===== src/rtl/pipe_addn.sv =====
// -----------------------------------------------------------------------------
// pipe_addn -- streaming sliding-window float32 summer.
//
// Produces the sum of the last N = 2**LOG2N accepted samples. Once the window is
// full, every accepted sample yields one result. The sum is computed by a
// balanced pairwise tree of float_add instances fed directly from the tap chain.
//
// Optional feature (compile-time macro PIPE_ADDN_MEAN_EN): the output register
// loads sum/N, done by an exponent adjust with flush-to-zero on underflow.
// Without the macro the raw window sum is output.
//
// Ports (pipe_addn):
//   clock     in   1   rising-edge clock
//   aclr_n    in   1   asynchronous active-low reset
//   clk_en    in   1   global stall; 0 freezes every register and adder stage
//   in_valid  in   1   qualifies 'in'; accepted when clk_en & in_valid
//   in        in  32   float32 sample
//   flush     in   1   synchronous window clear (takes priority over accept)
//   result    out 32   float32 window sum (or mean)
//   out_valid out  1   one pulse per result
//   full      out  1   window holds N samples
//
// Ports (float_add): clock, aclr (active high), clk_en, dataa, datab, result.
// Latency LAT clock-enabled cycles; round-to-nearest-even, denormals treated
// as zero, NaN results canonical (0x7FC00000).
// -----------------------------------------------------------------------------

module float_add #(
  parameter int LAT = 7
) (
  input  logic        clock,
  input  logic        aclr,
  input  logic        clk_en,
  input  logic [31:0] dataa,
  input  logic [31:0] datab,
  output logic [31:0] result
);

  function automatic logic [31:0] fp_add(input logic [31:0] a, input logic [31:0] b);
    logic [31:0]       x;
    logic [31:0]       y;
    logic [7:0]        d;
    logic [26:0]       mx;
    logic [26:0]       my;
    logic [26:0]       mys;
    logic              sticky;
    logic [27:0]       s;
    logic signed [9:0] e;
    logic [24:0]       m;
    logic              rnd;
    logic              done;
    logic [31:0]       r;
    begin
      // x is the operand of larger magnitude; it also sets the result sign
      if (a[30:0] >= b[30:0]) begin
        x = a;
        y = b;
      end else begin
        x = b;
        y = a;
      end
      mx = (x[30:23] == 8'd0) ? 27'd0 : {1'b1, x[22:0], 3'b000};
      my = (y[30:23] == 8'd0) ? 27'd0 : {1'b1, y[22:0], 3'b000};
      d  = x[30:23] - y[30:23];
      // Align the smaller operand, folding shifted-out bits into a sticky bit
      if (d >= 8'd27) begin
        mys    = 27'd0;
        sticky = |my;
      end else begin
        mys    = my >> d;
        sticky = |(my & ((27'd1 << d) - 27'd1));
      end
      mys[0] = mys[0] | sticky;
      e      = {2'b00, x[30:23]};
      done   = 1'b0;
      if (x[31] == y[31]) begin
        s = {1'b0, mx} + {1'b0, mys};
        if (s[27]) begin
          s = {1'b0, s[27:2], s[1] | s[0]};
          e = e + 10'sd1;
        end
      end else begin
        s = {1'b0, mx - mys};
        for (int i = 0; i < 27; i++) begin
          if (!done) begin
            if (s[26]) begin
              done = 1'b1;
            end else begin
              s = s << 1;
              e = e - 10'sd1;
            end
          end
        end
      end
      // Round to nearest even on guard/round/sticky
      rnd = s[2] & (s[1] | s[0] | s[3]);
      m   = {1'b0, s[26:3]} + {24'd0, rnd};
      if (m[24]) begin
        m = m >> 1;
        e = e + 10'sd1;
      end
      if ((x[30:23] == 8'hFF) && (x[22:0] != 23'd0)) begin
        r = 32'h7FC0_0000;
      end else if (x[30:23] == 8'hFF) begin
        r = ((y[30:23] == 8'hFF) && (x[31] != y[31])) ? 32'h7FC0_0000 : x;
      end else if (x[30:23] == 8'd0) begin
        r = {x[31] & y[31], 31'd0};
      end else if (s == 28'd0) begin
        r = 32'd0;
      end else if (e <= 10'sd0) begin
        r = {x[31], 31'd0};
      end else if (e >= 10'sd255) begin
        r = {x[31], 8'hFF, 23'd0};
      end else begin
        r = {x[31], e[7:0], m[22:0]};
      end
      fp_add = r;
    end
  endfunction

  logic [31:0] pipe_q [LAT];

  // Adder pipeline: compute in stage 0, then delay through the remaining stages
  always_ff @(posedge clock or posedge aclr) begin
    if (aclr) begin
      for (int i = 0; i < LAT; i++) pipe_q[i] <= 32'd0;
    end else if (clk_en) begin
      pipe_q[0] <= fp_add(dataa, datab);
      for (int i = 1; i < LAT; i++) pipe_q[i] <= pipe_q[i-1];
    end
  end

  assign result = pipe_q[LAT-1];

endmodule

module pipe_addn #(
  parameter int LOG2N   = 2,
  parameter int ADD_LAT = 7
) (
  input  logic        clock,
  input  logic        aclr_n,
  input  logic        clk_en,
  input  logic        in_valid,
  input  logic [31:0] in,
  input  logic        flush,
  output logic [31:0] result,
  output logic        out_valid,
  output logic        full
);

  localparam int N    = 1 << LOG2N;
  localparam int VLAT = 1 + LOG2N * ADD_LAT;
  localparam int FW   = LOG2N + 1;
  localparam logic [FW-1:0] FILL_MAX = FW'(N);
  localparam logic [FW-1:0] FILL_WC  = FW'(N - 1);

  logic [31:0]     tap_q [N];
  logic [FW-1:0]   fill_q;
  logic [FW-1:0]   fill_d;
  logic [VLAT-1:0] vp_q;
  logic [31:0]     result_q;
  logic [31:0]     result_d;
  logic            out_valid_q;
  logic            accept;
  logic            wc;
  // Heap-ordered tree: node 0 is the root, nodes N-1..2N-2 are the taps
  logic [31:0]     node [2*N-1];

`ifdef PIPE_ADDN_MEAN_EN
  function automatic logic [31:0] div_n(input logic [31:0] s);
    logic [7:0] e;
    begin
      e = s[30:23];
      if (e == 8'hFF) begin
        div_n = s;
      end else if (e <= 8'(LOG2N)) begin
        div_n = {s[31], 31'd0};
      end else begin
        div_n = {s[31], e - 8'(LOG2N), s[22:0]};
      end
    end
  endfunction
`endif

  // flush beats a same-cycle sample
  assign accept = clk_en & in_valid & ~flush;
  assign wc     = accept & (fill_q >= FILL_WC);

  // Next fill count: cleared by flush, saturating increment on accept
  always_comb begin
    fill_d = fill_q;
    if (clk_en && flush) begin
      fill_d = '0;
    end else if (accept && (fill_q != FILL_MAX)) begin
      fill_d = fill_q + FW'(1);
    end else begin
      fill_d = fill_q;
    end
  end

  // Output register input: root of the tree, optionally scaled by 1/N
  always_comb begin
`ifdef PIPE_ADDN_MEAN_EN
    result_d = div_n(node[0]);
`else
    result_d = node[0];
`endif
  end

  // Fill counter
  always_ff @(posedge clock or negedge aclr_n) begin
    if (!aclr_n) begin
      fill_q <= '0;
    end else if (clk_en) begin
      fill_q <= fill_d;
    end
  end

  // Tap chain: shift on accept, clear on flush
  always_ff @(posedge clock or negedge aclr_n) begin
    if (!aclr_n) begin
      for (int k = 0; k < N; k++) tap_q[k] <= 32'd0;
    end else if (clk_en) begin
      if (flush) begin
        for (int k = 0; k < N; k++) tap_q[k] <= 32'd0;
      end else if (accept) begin
        tap_q[0] <= in;
        for (int k = 1; k < N; k++) tap_q[k] <= tap_q[k-1];
      end
    end
  end

  // Valid pipe tracks window-complete through the tree, in lock step with it
  always_ff @(posedge clock or negedge aclr_n) begin
    if (!aclr_n) begin
      vp_q <= '0;
    end else if (clk_en) begin
      vp_q <= {vp_q[VLAT-2:0], wc};
    end
  end

  // Output register; out_valid only changes on enabled cycles so a pulse is never lost
  always_ff @(posedge clock or negedge aclr_n) begin
    if (!aclr_n) begin
      result_q    <= 32'd0;
      out_valid_q <= 1'b0;
    end else if (clk_en) begin
      if (vp_q[VLAT-1]) result_q <= result_d;
      out_valid_q <= vp_q[VLAT-1];
    end
  end

  for (genvar k = 0; k < N; k++) begin : g_leaf
    assign node[N-1+k] = tap_q[k];
  end

  for (genvar j = 0; j < N - 1; j++) begin : g_add
    float_add #(.LAT(ADD_LAT)) u_add (
      .clock  (clock),
      .aclr   (~aclr_n),
      .clk_en (clk_en),
      .dataa  (node[2*j+1]),
      .datab  (node[2*j+2]),
      .result (node[j])
    );
  end

  assign result    = result_q;
  assign out_valid = out_valid_q;
  assign full      = (fill_q == FILL_MAX);

endmodule


===== config.mk =====
export PLATFORM = sky130hd
export DESIGN_NAME = pipe_addn
export DESIGN_NICKNAME = d
export VERILOG_FILES = /design/src/rtl/pipe_addn.sv
export SDC_FILE = /design/constraint.sdc
export NUM_CORES = 2
export LEC_CHECK = 0
export CAP_MARGIN = 30
export CORE_UTILIZATION = 30
export CTS_BUF_LIST = sky130_fd_sc_hd__clkbuf_16
export DETAILED_ROUTE_END_ITERATION = 8
export HOLD_SLACK_MARGIN = 0.06
export PLACE_DENSITY_LB_ADDON = 0.2
export SLEW_MARGIN = 0
export SYNTH_ARGS = -nofsm -noshare
export SYNTH_HDL_FRONTEND = slang
export SYNTH_SLANG_ARGS = --single-unit

===== constraint.sdc =====
create_clock -name clock -period 24.5 [get_ports clock]
set_input_delay 3.675 -clock clock [delete_from_list [all_inputs] [get_ports clock]]
set_output_delay 3.675 -clock clock [all_outputs]
set_load 0.005 [all_outputs]

* After elaboration in Yosys (flattened, before gate mapping) *
Cells that the tools add are included.

word-level totals
  bits in registers = 851
  latch bits = 0
  memory bits (writable) = 0
  bits in read-only memories = 0
  output and inout port bits = 34
  logic and storage cells = 1,242
  memories = 0

cells by class
  add/sub/neg operators = 103
  multipliers = 0
  div/mod/pow operators = 0
  magnitude comparators = 13
  equal/unequal tests = 14
  shifts and indexed selects = 6
  muxes and demuxes = 1,021
  bitwise logic cells = 25
  reductions and logical operators = 31

operators with widths
  cell                                                                     count
  28-bit 2-to-1 mux                                                        318
  10-bit 2-to-1 mux                                                        330
  32-bit 2-to-1 mux                                                        27
  10-bit by 2-bit subtractor with 10-bit output (second input constant)    78
  27-bit 2-to-1 mux                                                        18
  1-bit 2-to-1 mux                                                         315
  128-bit 2-to-1 mux                                                       2
  31-bit 2-to-1 mux                                                        6
  27-bit OR reduction                                                      6
  31-bit >= comparator                                                     3
  27-bit by 27-bit adder with 28-bit output                                3
  28-bit zero test                                                         3
  27-bit bitwise AND                                                       3
  1-bit by 8-bit << shifter with 27-bit output (first input constant)      3
  27-bit by 8-bit >> shifter with 27-bit output                            3
  27-bit by 1-bit subtractor with 27-bit output (second input constant)    3
  27-bit subtractor                                                        3
  24-bit by 1-bit adder with 25-bit output                                 3
  23-bit 2-to-1 mux                                                        3
  23-bit nonzero test                                                      3
  8-bit == test (second input constant)                                    6
  8-bit zero test                                                          6
  10-bit by 2-bit adder with 10-bit output (second input constant)         3
  10-bit by 9-bit >= comparator with 1-bit output (second input constant)  3
  18 further kinds                                                         62

* Longest topological paths before layout *
  word-level depth = 155
  depth in mapped cells = 139
  mapped depth without buffers = 129

* By module *
Synthesis repeated with hierarchy kept, for this count alone.

second synthesis, totals
  cells, all modules = 12,462
  area, all modules = 98,268.0 um2

by module, submodules not included
  module                      instances  cells each  area an instance (um2)
  float_add (g_add[0].u_add)  1          4,063       30,824.6
  float_add (g_add[1].u_add)  1          4,028       30,744.5
  float_add (g_add[2].u_add)  1          3,955       30,145.2
  pipe_addn                   1          416         6,553.8

* Worst setup path before layout *
No wires, ideal clock.

  kind = register to register
  start point = register g_add[2].u_add.pipe_q, in the netlist g_add[2].u_add.result[20]
  end point = register g_add[0].u_add.pipe_q[199] (netlist name)
  setup time = 0.096 ns
  arrival time = 24.906 ns
  data required time = 24.404 ns
  setup slack = -0.502 ns
  cell stages (with the launch flop) = 128
  path buffers = 15
  period minus slack after synthesis = 25.002 ns
  cells stage by stage = dfrtp_1 -> inv_1 -> ha_1 -> nand4_2 -> or4_1 -> or4_4 -> and2_4 -> buf_6 -> nand2_2 -> buf_4 -> clkbuf_1 -> buf_1 -> buf_1 -> buf_1 -> clkbuf_1 -> clkbuf_1 -> nor2_1 -> nor2_1 -> [92 not listed] -> nand2_1 -> nor3_1 -> a21o_1 -> ha_1 -> mux2_2 -> mux2_2 -> ha_1 -> mux2_2 -> o21ai_0 -> nand4_1 -> nor4b_1 -> nand3_1 -> nor3b_1 -> a211oi_2 -> a211oi_2 -> nand3_1 -> buf_6 -> o32ai_2

on the way
  cells in the longest elaborated chain, start to end = 155
  elaborated cells between the ends (all ways) = 397

ends and longest elaborated chain
  item                                             RTL line  RTL
  start: declaration                               121       logic [31:0] pipe_q [LAT];
  31-bit >= comparator                             55        if (a[30:0] >= b[30:0]) begin
  32-bit 2-to-1 mux                                55
  32-bit 2-to-1 mux                                127       end else if (clk_en) begin
  8-bit subtractor                                 64        d = x[30:23] - y[30:23];
  1-bit by 8-bit << shifter with 27-bit output     71        sticky = |(my & ((27'd1 << d) - 27'd1));
  27-bit by 1-bit subtractor with 27-bit output    71
  27-bit bitwise AND                               71
  27-bit OR reduction                              71
  [139 not listed]                                 n/a
  10-bit 2-to-1 mux                                127
  10-bit by 9-bit >= comparator with 1-bit output  112       end else if (e >= 10'sd255) begin
  31-bit 2-to-1 mux                                112
  31-bit 2-to-1 mux                                110       end else if (e <= 10'sd0) begin
  32-bit 2-to-1 mux                                108       end else if (s == 28'd0) begin
  32-bit 2-to-1 mux                                106       end else if (x[30:23] == 8'd0) begin
  32-bit 2-to-1 mux                                104       end else if (x[30:23] == 8'hFF) begin
  32-bit 2-to-1 mux (*)                            102       if ((x[30:23] == 8'hFF) && (x[22:0] != 23'd0)) begin
  end: declaration                                 121

Mark *: on every way between the ends. The rest lies on a longest branch, timed or not. The select of a mux whose other input is x is not followed.
A chain may end at the register's enable or synchronous reset.

* Worst setup path after layout *
  start point = register tap_q, in the netlist node[20]
  end point = register g_add[2].u_add.pipe_q[214] (netlist name)

on the way
  cells in the longest elaborated chain, start to end = 155
  elaborated cells between the ends (all ways) = 397

ends and longest elaborated chain
  item                                             RTL line  RTL
  start: declaration                               158       logic [31:0] tap_q [N];
  31-bit >= comparator                             55
  32-bit 2-to-1 mux                                55
  32-bit 2-to-1 mux                                127
  8-bit subtractor                                 64
  1-bit by 8-bit << shifter with 27-bit output     71
  27-bit by 1-bit subtractor with 27-bit output    71
  27-bit bitwise AND                               71
  27-bit OR reduction                              71
  [139 not listed]                                 n/a
  10-bit 2-to-1 mux                                127
  10-bit by 9-bit >= comparator with 1-bit output  112
  31-bit 2-to-1 mux                                112
  31-bit 2-to-1 mux                                110
  32-bit 2-to-1 mux                                108
  32-bit 2-to-1 mux                                106
  32-bit 2-to-1 mux                                104
  32-bit 2-to-1 mux (*)                            102

Marks and branches as above.

==> flow_metrics.py <==
metrics = {
    "setup_path": {
        "slowest_stage": "or4_4",
        "r2r_setup_slack_ns": 1.20,
        "timing.rr.start": "node[20]",
        "rr_worst_depth": 113,
        "critPathKind": "flop to flop",
        "crit_required_ns": 25.08,
        "worst_path_most_repeated_cell": "ha_1",
        "crit_arrival_ns": 23.88,
        "critPathMaxStageDelay_ns": 0.57,
        "critPathLaunchType": "flop",
        "critPathCaptureType": "flop",
        "worstReg2RegEnd": "g_add[2].u_add.pipe_q[214]",
        "worstPathMaxFanout": 32,
    },
    "synthesis": {
        "async_flop_share": 1.00,
        "synth_area_per_cell_sq_um": 7.80,
        "synthFlopType": "dfrtp_1",
        "synthCells": 11958,
        "synth_area_sq_um": 93300,
        "synth_cell_types": 143,
        "syn-num-nets": 12325,
        "ys_seq_area_frac": 0.228,
        "synth_edf_count": 0,
        "yosysWarnings": 0,
        "ys_ff_latch": 851,
    },
    "hold_path": {
        "hold_depth": 1,
        "worst_hold_path_type": "flop to flop",
        "hp-start": "vp_q[8]",
        "min_to": "vp_q[9]",
    },
    "finish": {
        "nNetsFinal": 12540,
        "design_area_sq_um": 106000,
        "areaGrowthSynthToFinish_pct": 14.1,
        "multiInputGateArea_sq_um": 68900,
        "utilization": 0.344,
        "fillerInstances": 32816,
        "final_cell_count_no_fill": 16369,
        "seqCellArea_sq_um": 21300,
        "drive_above_1_share": 0.172,
    },
    "placed_design": {
        "dp_hpwl_mm": 289,
        "dp.cells": 16123,
        "port_buffers": 70,
        "gp_congestion": 0.981,
        "dpl_cell_area_sq_um": 102000,
    },
    "detailed_routing": {
        "wl_met3_mm": 21.1,
        "vias_per_cell": 5.84,
        "wl_per_cell_um": 22.5,
        "drc": 0,
        "drtAntennaViolNets": 0,
        "dr.pass1.iters": 8,
        "wl_met1_mm": 167,
        "num_vias": 95610,
        "finalWirelength_mm": 368,
        "top_layer": "met4",
        "first_iter_violations": 8805,
        "wl_met2_mm": 167,
    },
    "status": {
        "status": "finished clean",
    },
    "sta": {
        "max_slew.worst_pin.slew_ns": 1.11,
        "fin_crit_ns": 23.30,
        "finClkSkew_ns": 0.0827,
        "finalHoldViolCount": 0,
        "max_freq_mhz": 42.9,
        "fin_setup_tns_ns": 0,
        "relSlewSlack": 0.254,
        "drv_slew": 0,
        "finalCritPeriodShare": 0.951,
        "finalSetupViolCount": 0,
    },
    "floorplan": {
        "core.rowCount": 204,
        "die_h_um": 560,
        "die-area_sq_um": 313000,
        "ioPinCount": 71,
        "start_util": 0.302,
        "dieWidth_um": 560,
        "core-area_sq_um": 309000,
    },
    "grt": {
        "grt_use_total": 0.225,
        "overflow": 0,
        "antenna_found_initial": 3,
        "grt_max_degree": 154,
        "grt_first_pass_wirelength_mm": 566,
        "grt_pass1_vias": 91125,
    },
    "clock_tree": {
        "cts_tree": "built",
        "clock_sinks": 851,
        "clkLatencyLatePin_ns": 0.73,
        "path_clk_slew_ns": 0.06,
        "postCtsHoldBufs": 0,
        "cts_inserted_buffers": 87,
        "clk_root_buffer_cell": "clkbuf_16",
        "htreeDepth": 3,
        "cts_max_path_buffers": 3,
    },
    "run": {
        "drv_cap": 0,
    },
}
[worst max-delay path: cells and delay by family, from the launching register on]
family	cells	cell delay [ns]
mux	10	2.14
simple gates	36	5.50
compound gates	31	6.32
fa+ha+maj	25	7.26
buf+inv	9	1.17
flops	1	0.44
xor+xnor	2	0.34
[state kept, by name (all words and copies together), names as in the netlist]
register / flops
g_add.u_add.pipe_q: 576
node: 128
g_add.u_add.result: 96
result: 32
vp_q: 15
fill_q: 3
out_valid: 1
[area by class of cell]
| class | instances | share of cell area |
|---|---|---|
| multi-input combinational | 9943 | 0.647 |
| clock buffer | 87 | 0.0205 |
| inverter | 500 | 0.0177 |
| timing repair buffer | 790 | 0.0596 |
| clock inverter | 73 | 0.00639 |
| sequential | 851 | 0.200 |
| tap | 4120 | 0.0484 |
| antenna | 5 | 0.000118 |
[kinds of logic (layout without fill, tap and decap cells)]
group                    after synthesis  after routing  share of synthesized area
AO/OA/AOI/OAI                       3462           3462                      0.254
XOR/XNOR                             660            660                     0.0681
AND/OR/NAND/NOR                     4506           4507                      0.237
multiplexers                         978            978                      0.119
other                                  0              5                          0
buffers and inverters               1165           1450                     0.0487
adder cells (fa/ha/maj)              336            336                     0.0452
flip-flops                           851            851                      0.228
[stage by stage]
step | setup slack [ns] | hold slack (ns)
after CTS | 0.0661 | 0.458
after floorplan | 0.0734 | 0.446
after global routing | -0.0897 | 0.468
after global placement | -0.0675 | 0.461
final | 1.20 | 0.467
after detailed placement | -0.159 | 0.474
[layout by cell type, fill, tap and decap left out, drive strengths merged, types with 177 or more instances in the layout]
cell type,count
ha,327
nand3,455
xnor2,410
buf,721
inv,517
a211oi,187
o21ai,716
and3,201
dfrtp,851
mux2i,274
nor3,414
mux2,670
xor2,231
nor2,1102
nand2,1222
nand4,209
a21oi,782
nor4,177
[timing repair]
item,4_1_cts,5_1_grt
resized for setup,11,283
buffers inserted,0,76
pin swaps,0,55
endpoints found under the setup margin,56,93
gates cloned,0,1
[Yosys cell counts, types with 58 or more instances]
cell	number	area [sq um]
mux2_2	669	7530
mux2i_1	273	2730
and3_1	201	1260
o21ai_0	665	3330
xor2_1	218	1910
or2_2	62	388
a22oi_1	68	510
o211ai_1	155	1160
and2_1	134	838
or3_1	121	757
a211oi_1	174	1310
ha_1	327	4090
nor3_1	392	1960
a22o_1	117	1020
o21a_1	80	601
nand2_1	1214	4560
dfrtp_1	851	21300
o31ai_1	93	698
inv_1	487	1830
nand3_1	450	2250
buf_2	89	445
buf_1	67	251
a31oi_1	163	1020
xnor2_1	387	3390
nand2b_1	93	582
nor2_1	1096	4110
a21o_1	106	796
nor4_1	168	1050
o21bai_1	58	435
o22ai_1	125	782
nand4_1	205	1280
clkbuf_1	493	1850
nor2b_1	66	413
a21oi_1	771	3860
[metal layers]
layer	global-route usage	vias to the layer above
met5	0	-
met4	0.0696	0
met3	0.0224	606
met2	0.365	3205
met1	0.312	46705
li1	-	45094
[how the worst max path moves through the flow]
| stage | start | endpoint | slack [ns] | depth (start not counted) |
|---|---|---|---|---|
| final | node[20] | g_add[2].u_add.pipe_q[214] | 1.20 | 113 |
| after global placement | g_add[2].u_add.result[29] | g_add[0].u_add.pipe_q[195] | -0.07 | 116 |
| after floorplan | g_add[2].u_add.result[20] | g_add[0].u_add.pipe_q[199] | 0.07 | 128 |
| after detailed placement | node[92] | g_add[1].u_add.pipe_q[195] | -0.16 | 125 |
| after CTS | node[20] | g_add[2].u_add.pipe_q[217] | 0.07 | 120 |
| after global routing | node[85] | g_add[1].u_add.pipe_q[199] | -0.09 | 129 |
Power is not shown: default switching activity piles up to over one toggle a cycle in this logic, so the estimate is an artifact.
